File: config.mk
export PLATFORM = sky130hd
export DESIGN_NAME = rf_writeback_arbiter
export DESIGN_NICKNAME = d
export VERILOG_FILES = /design/src/rtl/rf_writeback_arbiter.sv
export SDC_FILE = /design/constraint.sdc
export NUM_CORES = 1
export LEC_CHECK = 0
export ABC_CLOCK_PERIOD_IN_PS = 7800
export BUFFER_PORTS_ARGS = -buffer_cell sky130_fd_sc_hd__buf_2
export CORE_MARGIN = 8
export CORE_UTILIZATION = 50
export DETAILED_ROUTE_END_ITERATION = 7
export GPL_ROUTABILITY_DRIVEN = 0
export HOLD_SLACK_MARGIN = 0.12
export PLACE_DENSITY = 0.74
export SYNTH_ARGS = -nofsm -noshare
export SYNTH_HDL_FRONTEND = slang
export SYNTH_SLANG_ARGS = --single-unit
export TNS_END_PERCENT = 20
File: constraint.sdc
create_clock -name clk -period 7.8 [get_ports clk]
set_input_delay 1.56 -clock clk [delete_from_list [all_inputs] [get_ports clk]]
set_output_delay 1.56 -clock clk [all_outputs]
set_load 0.01 [all_outputs]
File: src/rtl/rf_writeback_arbiter.sv
// rf_writeback_arbiter: merges ALU and buffered long-latency results onto the single register-file write port
module rf_writeback_arbiter #(
  parameter int DW = 32,
  parameter int NREG = 32,
  parameter int DEPTH = 2
) (
  input  logic          clk,
  input  logic          reset,
  input  logic          alu_valid,
  input  logic [4:0]    alu_rd,
  input  logic [DW-1:0] alu_wd,
  input  logic          lu_valid,
  output logic          lu_ready,
  input  logic [4:0]    lu_rd,
  input  logic [DW-1:0] lu_wd,
  input  logic          iss_valid,
  input  logic [4:0]    iss_rd,
  input  logic [4:0]    chk_rs1,
  input  logic [4:0]    chk_rs2,
  output logic          rs1_busy,
  output logic          rs2_busy,
  output logic          we,
  output logic [4:0]    rd,
  output logic [DW-1:0] wd
);
  localparam int AW = $clog2(DEPTH);
  localparam int CW = AW + 1;
  logic [DW+4:0]   mem [DEPTH];
  logic [AW-1:0]   wp, rp;
  logic [CW-1:0]   cnt;
  logic [NREG-1:0] pending, set_mask, clr_mask;
  logic            push, pop, empty, sel, sel_we;
  logic [4:0]      sel_rd;
  logic [DW-1:0]   sel_wd;
  assign empty    = cnt == '0;
  assign lu_ready = cnt != CW'(DEPTH);
  assign push     = lu_valid && lu_ready;
  assign pop      = !alu_valid && !empty;
  assign sel      = alu_valid || !empty;
  assign sel_rd   = alu_valid ? alu_rd : mem[rp][DW+4:DW];
  assign sel_wd   = alu_valid ? alu_wd : mem[rp][DW-1:0];
  assign sel_we   = sel && sel_rd != '0;
  assign set_mask = (iss_valid && iss_rd != '0) ? (NREG'(1) << iss_rd) : '0;
  assign clr_mask = sel_we ? (NREG'(1) << sel_rd) : '0;
  assign rs1_busy = pending[chk_rs1] && chk_rs1 != '0;
  assign rs2_busy = pending[chk_rs2] && chk_rs2 != '0;
  always_ff @(posedge clk)
    if (push) mem[wp] <= {lu_rd, lu_wd};
  // set is OR-ed after clear so a younger issue to the committing register stays pending
  always_ff @(posedge clk or posedge reset)
    if (reset) begin
      wp      <= '0;
      rp      <= '0;
      cnt     <= '0;
      pending <= '0;
      we      <= 1'b0;
      rd      <= '0;
      wd      <= '0;
    end else begin
      if (push) wp <= wp + 1'b1;
      if (pop) rp <= rp + 1'b1;
      cnt     <= cnt + CW'(push) - CW'(pop);
      pending <= ((pending & ~clr_mask) | set_mask) & ~NREG'(1);
      we      <= sel_we;
      if (sel) begin
        rd <= sel_rd;
        wd <= sel_wd;
      end
    end
endmodule

### Word level (Yosys, flattened, before mapping)

Memories as Yosys holds them, arrays and structs flattened.
Index checks and enable logic that the tools add are counted.

| storage, ports and cells | value |
|---|---|
| memory bits (writable) | 74 |
| ROM bits | 0 |
| flip-flop bits (word level) | 73 |
| latch bits | 0 |
| logic and storage cells | 44 |
| bits of input ports | 94 |
| output and inout bits | 41 |
| memories | 1 |

| cells by class | value |
|---|---|
| order comparisons | 2 |
| div/mod/pow operators | 0 |
| mux-type cells | 10 |
| $mul | 0 |
| shifts and indexed selects | 2 |
| bitwise logic cells | 3 |
| add/subtract/negate cells | 4 |
| reduce and logical (&&, ||, !) cells | 14 |
| equal/unequal tests | 1 |

Memories:

| memory | words | width | rd ports | clocked after memory_dff | wr ports | line | source |
|---|---|---|---|---|---|---|---|
| mem | 2 | 37 | 1 | 0 | 1 | 28 | `logic [DW+4:0] mem [DEPTH];` |

Operators by type and width:

| kind | count |
|---|---|
| $mux W32 | 3 |
| $shl A1 B5 Y32 const A | 2 |
| $and A32 B32 Y32 | 1 |
| $not A32 Y32 | 1 |
| $or A32 B32 Y32 | 1 |
| $reduce_bool A5 Y1 | 4 |
| $lt A5 B6 Y1 const B | 2 |
| $bmux W1 S5 | 2 |
| $logic_and A1 B1 Y1 | 6 |
| $mux W5 | 1 |
| $mux W1 | 4 |
| $add A1 B1 Y1 const B | 2 |
| $add A2 B1 Y2 | 1 |
| $logic_not A1 Y1 | 2 |
| $logic_not A2 Y1 | 1 |
| $ne A2 B2 Y1 const B | 1 |
| $sub A2 B1 Y2 | 1 |
| $logic_or A1 B1 Y1 | 1 |

### Longest topological paths before layout

| depth | value |
|---|---|
| depth after elaboration | 8 |
| mapped depth | 7 |
| depth with buffers taken out | 7 |

### Worst setup path before layout

No wires, ideal clock.

| timing path | value |
|---|---|
| path type | input to output |
| from | input port chk_rs1[0] |
| to | output port rs1_busy |
| buffers on the path | 1 |
| data required time | 6240 ps |
| arrival | 2849 ps |
| cell stages on the path | 4 |
| slack | 3391 ps |
| cell sequence | buf_6 -> mux4_1 -> mux2_2 -> a311o_1 |

| between the ends | value |
|---|---|
| longest elaborated chain between the ends | 3 |
| elaborated cells on any way between the ends | 4 |
| classes of those cells | mux: 2; reduce/logical: 2 |

Ends and longest elaborated chain:

| element | line | source |
|---|---|---|
| from (decl) | 18 | `input logic [4:0] chk_rs1,` |
| $bmux W1 S5 | 45 | `assign rs1_busy = pending[chk_rs1] && chk_rs1 != '0;` |
| $mux W1 (not written as such) | 45 |  |
| $logic_and A1 B1 Y1 * | 45 |  |
| to (decl) | 20 | `output logic rs1_busy,` |

Mark *: on every way between the ends. The rest lies on a longest branch, timed or not. The select of a mux whose other input is x is not followed.

### Final worst setup path

Ends and elaborated chain as after synthesis.

==> run_summary.xml <==
<?xml version="1.0" encoding="UTF-8"?>
<metrics>
  <group name="sta">
    <metric name="final_hold_viol_count" unit="">0</metric>
    <metric name="max_freq" unit="MHz">212</metric>
    <metric name="final-setup-viol-count" unit="">0</metric>
    <metric name="minimum_clock_period" unit="ns">4.71</metric>
    <metric name="period_share" unit="%">60.4</metric>
    <metric name="timing.final.max_slew_violations" unit="">0</metric>
    <metric name="slew-limit-headroom" unit="%">24.5</metric>
    <metric name="setup_repair_after_global_routing_missed_its_margin" unit="">false</metric>
    <metric name="fin_tns_setup" unit="ns">0</metric>
    <metric name="worst_clock_skew_on_the_final_layout" unit="ns">0.0120</metric>
    <metric name="worst_slew_pin_slew" unit="ns">1.13</metric>
  </group>
  <group name="yosys">
    <metric name="yosysTopAreaCellShare" unit="%">34.4</metric>
    <metric name="syn_inst_count" unit="">534</metric>
    <metric name="total_number_of_yosys_warnings" unit="">0</metric>
    <metric name="yosys_register_bits" unit="">147</metric>
    <metric name="synthesis.nets" unit="">630</metric>
    <metric name="synthTopCellsByArea" unit="">edfxtp_1 34%, dfrtp_1 28%, mux2i_1 6.7%</metric>
    <metric name="avgSynthCellArea" unit="µm²">12.1</metric>
    <metric name="yosysSeqAreaShare" unit="%">62.6</metric>
    <metric name="synth_largest_area_cell" unit="">edfxtp_1</metric>
    <metric name="synth.distinct_cells" unit="">38</metric>
    <metric name="synth_area" unit="µm²">6470</metric>
    <metric name="synth_async_sr_flop_share" unit="%">49.7</metric>
    <metric name="synth_edf_count" unit="">74</metric>
    <metric name="yosys_most_used_dff" unit="">edfxtp_1</metric>
  </group>
  <group name="worst_setup_path">
    <metric name="regToRegEndpoint" unit="">pending[21]$_DFF_PP0_</metric>
    <metric name="cp-end-kind" unit="">primary output</metric>
    <metric name="endpoint_required_time_on_the_critical_path" unit="ns">6.24</metric>
    <metric name="reg2reg_launch_point" unit="">rp$_DFFE_PP0P_</metric>
    <metric name="reg2reg_depth" unit="">5</metric>
    <metric name="r2r_setup_slack" unit="ns">5.23</metric>
    <metric name="timing.critical_path.fanout_max" unit="">10</metric>
    <metric name="timing.critical_path.arrival" unit="ns">3.15</metric>
    <metric name="critical_path.startpoint_type" unit="">input pin</metric>
    <metric name="criticalPathCategory" unit="">in -&gt; out</metric>
  </group>
  <group name="cells_and_area">
    <metric name="post_route_cell_area" unit="µm²">7880</metric>
    <metric name="final_cells" unit="">849</metric>
    <metric name="num-nets-final" unit="">760</metric>
    <metric name="drive_gt1_share" unit="%">26.9</metric>
    <metric name="most_common_cell_after_layout_fill_and_taps_aside" unit="">buf_2</metric>
    <metric name="diodes" unit="">0</metric>
    <metric name="final_util" unit="%">62.4</metric>
    <metric name="synthToLayoutAreaGrowth" unit="%">21.8</metric>
    <metric name="final_cell_mix" unit="">134 x buf_2, 89 x nand2_1, 75 x o21ai_0</metric>
  </group>
  <group name="power_and_ir_drop">
    <metric name="netSwitchingPower" unit="µW">902</metric>
    <metric name="switching_share" unit="%">31.9</metric>
    <metric name="pwr-share-seq" unit="%">45.1</metric>
    <metric name="ir_worst_vdd" unit="mV">0.202</metric>
    <metric name="power.share.clock" unit="%">29.4</metric>
    <metric name="pwr_density_cell" unit="nW/µm²">359</metric>
    <metric name="cell_internal_pwr" unit="mW">1.93</metric>
    <metric name="totalPowerFinal" unit="mW">2.83</metric>
    <metric name="p_leak" unit="nW">3.40</metric>
    <metric name="part_of_the_power_in_combinational_logic" unit="%">25.4</metric>
  </group>
  <group name="drt">
    <metric name="detailroute.via_count" unit="">4667</metric>
    <metric name="post_drt_via_cell_ratio" unit="">5.50</metric>
    <metric name="post-route-drc-count" unit="">0</metric>
    <metric name="initialDrtViolationCount" unit="">231</metric>
    <metric name="detail-route-antenna-nets" unit="">0</metric>
    <metric name="post_drt_wl_per_cell" unit="µm">17.8</metric>
    <metric name="finalWirelength" unit="µm">15100</metric>
    <metric name="detailedRoute.firstPassIterationCount" unit="">5</metric>
  </group>
  <group name="clocking">
    <metric name="post-cts-setup-buffer-count" unit="">0</metric>
    <metric name="cts-buffers-inserted" unit="">17</metric>
    <metric name="cts.sinks" unit="">147</metric>
    <metric name="count_of_h_tree_levels_built_during_cts" unit="">4</metric>
    <metric name="number_of_buffers_on_the_longest_clock_path" unit="">2</metric>
    <metric name="cts_repair_resize_count" unit="">0</metric>
    <metric name="clk_root_buffer_cell" unit="">clkbuf_16</metric>
    <metric name="clock_insertion_delay_worst_skew" unit="ns">0.41</metric>
    <metric name="hold_buffers" unit="">0</metric>
    <metric name="tritoncts" unit="">yes</metric>
    <metric name="clk_pin_slew_worst_paths" unit="ns">0.06</metric>
  </group>
  <group name="outcome">
    <metric name="outcome" unit="">completed</metric>
  </group>
  <group name="die">
    <metric name="fp.dieH" unit="µm">130</metric>
    <metric name="floorplan.core_area" unit="µm²">12600</metric>
    <metric name="io-pin-count" unit="">135</metric>
    <metric name="die_area" unit="µm²">16800</metric>
    <metric name="initial_utilization" unit="%">51.2</metric>
    <metric name="row_count" unit="">41</metric>
    <metric name="chipWidth" unit="µm">130</metric>
  </group>
  <group name="global_routing">
    <metric name="first_pass_grt_wire_length" unit="µm">24300</metric>
    <metric name="grtUsageTotal" unit="%">18.6</metric>
    <metric name="grt_max_degree" unit="">79</metric>
    <metric name="grt_antenna_before_repair" unit="">1</metric>
    <metric name="grt.overflow.total" unit="">0</metric>
    <metric name="grt_pass1_vias" unit="">4969</metric>
  </group>
  <group name="job">
    <metric name="timing.max_cap.violations" unit="">0</metric>
  </group>
  <group name="min_path">
    <metric name="timing.hold.worst.start" unit="">wd[5]$_DFFE_PP0P_</metric>
    <metric name="worstHoldPathCells" unit="">2</metric>
    <metric name="worst_hold_path.endpoint" unit="">wd[5]$_DFFE_PP0P_</metric>
    <metric name="hold_class" unit="">reg -&gt; reg</metric>
  </group>
  <group name="placed_design">
    <metric name="post_dp_cell_area" unit="µm²">7260</metric>
    <metric name="port_buffers" unit="">134</metric>
    <metric name="dp_hpwl" unit="µm">10800</metric>
    <metric name="total_instance_count_after_detailed_placement" unit="">817</metric>
  </group>
</metrics>
## how the worst max path moves through the flow
stage / end / cells after the start / slack [ns] / startpoint
2_1_floorplan: rs1_busy / 4 / 3.39 / chk_rs1[0]
3_3_place_gp: rs2_busy / 5 / 3.14 / chk_rs2[0]
3_5_place_dp: rs1_busy / 5 / 3.09 / chk_rs1[0]
4_1_cts: rs1_busy / 5 / 3.08 / chk_rs1[0]
5_1_grt: rs1_busy / 5 / 3.02 / chk_rs1[0]
6_report: rs1_busy / 5 / 3.09 / chk_rs1[0]
## cell type report
| class | instances | area (µm²) |
|---|---|---|
| fill | 1046 | 4740 |
| inverter | 5 | 18.8 |
| timing repair buffer | 138 | 701 |
| clock buffer | 18 | 439 |
| clock inverter | 14 | 179 |
| sequential | 147 | 4050 |
| tap | 172 | 215 |
| multi-input combinational | 355 | 2270 |
## logic make-up (layout without fill, tap and decap cells)
| group | after synthesis | in the layout | share of synthesized area, % |
|---|---|---|---|
| simple gates | 164 | 164 | 10.8 |
| flops | 147 | 147 | 62.6 |
| compound gates | 125 | 125 | 10.5 |
| mux | 60 | 60 | 12.7 |
| buf+inv | 32 | 175 | 2.46 |
| xor+xnor | 4 | 4 | 0.542 |
| fa+ha+maj | 2 | 2 | 0.387 |
## cell usage after synthesis (4+ instances only)
| cell | n |
|---|---|
| a21oi_1 | 33 |
| buf_2 | 4 |
| buf_6 | 4 |
| clkbuf_1 | 15 |
| dfrtp_1 | 73 |
| edfxtp_1 | 74 |
| inv_1 | 5 |
| mux2i_1 | 43 |
| mux4_1 | 12 |
| nand2_1 | 89 |
| nand2b_1 | 5 |
| nand3_1 | 8 |
| nor2_1 | 42 |
| nor2b_1 | 4 |
| nor3b_1 | 6 |
| o21ai_0 | 75 |
## worst max-delay path, stage by stage
cell and delay (ns):
buf_2 0.22, mux4_1 0.59, mux2_2 0.28, a311o_1 0.35, buf_2 0.14
## sequential cells by signal, summed over array words and instances (netlist names)
name and flops:
mem 74, wd 32, pending 31, rd 5, cnt 2, rp 1
we 1, wp 1
## routing by layer
layer,global-route usage [%],vias to the layer above,part of all wire [%]
li1,-,2212,-
met1,21.6,2266,41
met2,32.2,162,51
met3,5.71,25,6.8
met4,6.69,2,1.5
met5,0,-,0.053
## power by group through the flow
stage | clock network (mW) | registers [mW] | logic (mW)
floorplan | 0 | 1.22 | 0.505
global placement | 0 | 1.27 | 0.704
detailed placement | 0 | 1.29 | 0.729
CTS | 0.844 | 1.28 | 0.732
global route | 0.876 | 1.31 | 0.810
finish | 0.832 | 1.28 | 0.720
## through the flow
stage	hold WS (ns)	worst slack, ns
global route	0.507	3.02
global placement	0.458	3.14
finish	0.472	3.09
CTS	0.479	3.08
floorplan	0.461	3.39
detailed placement	0.465	3.09
(Power assumes the default switching activity.)
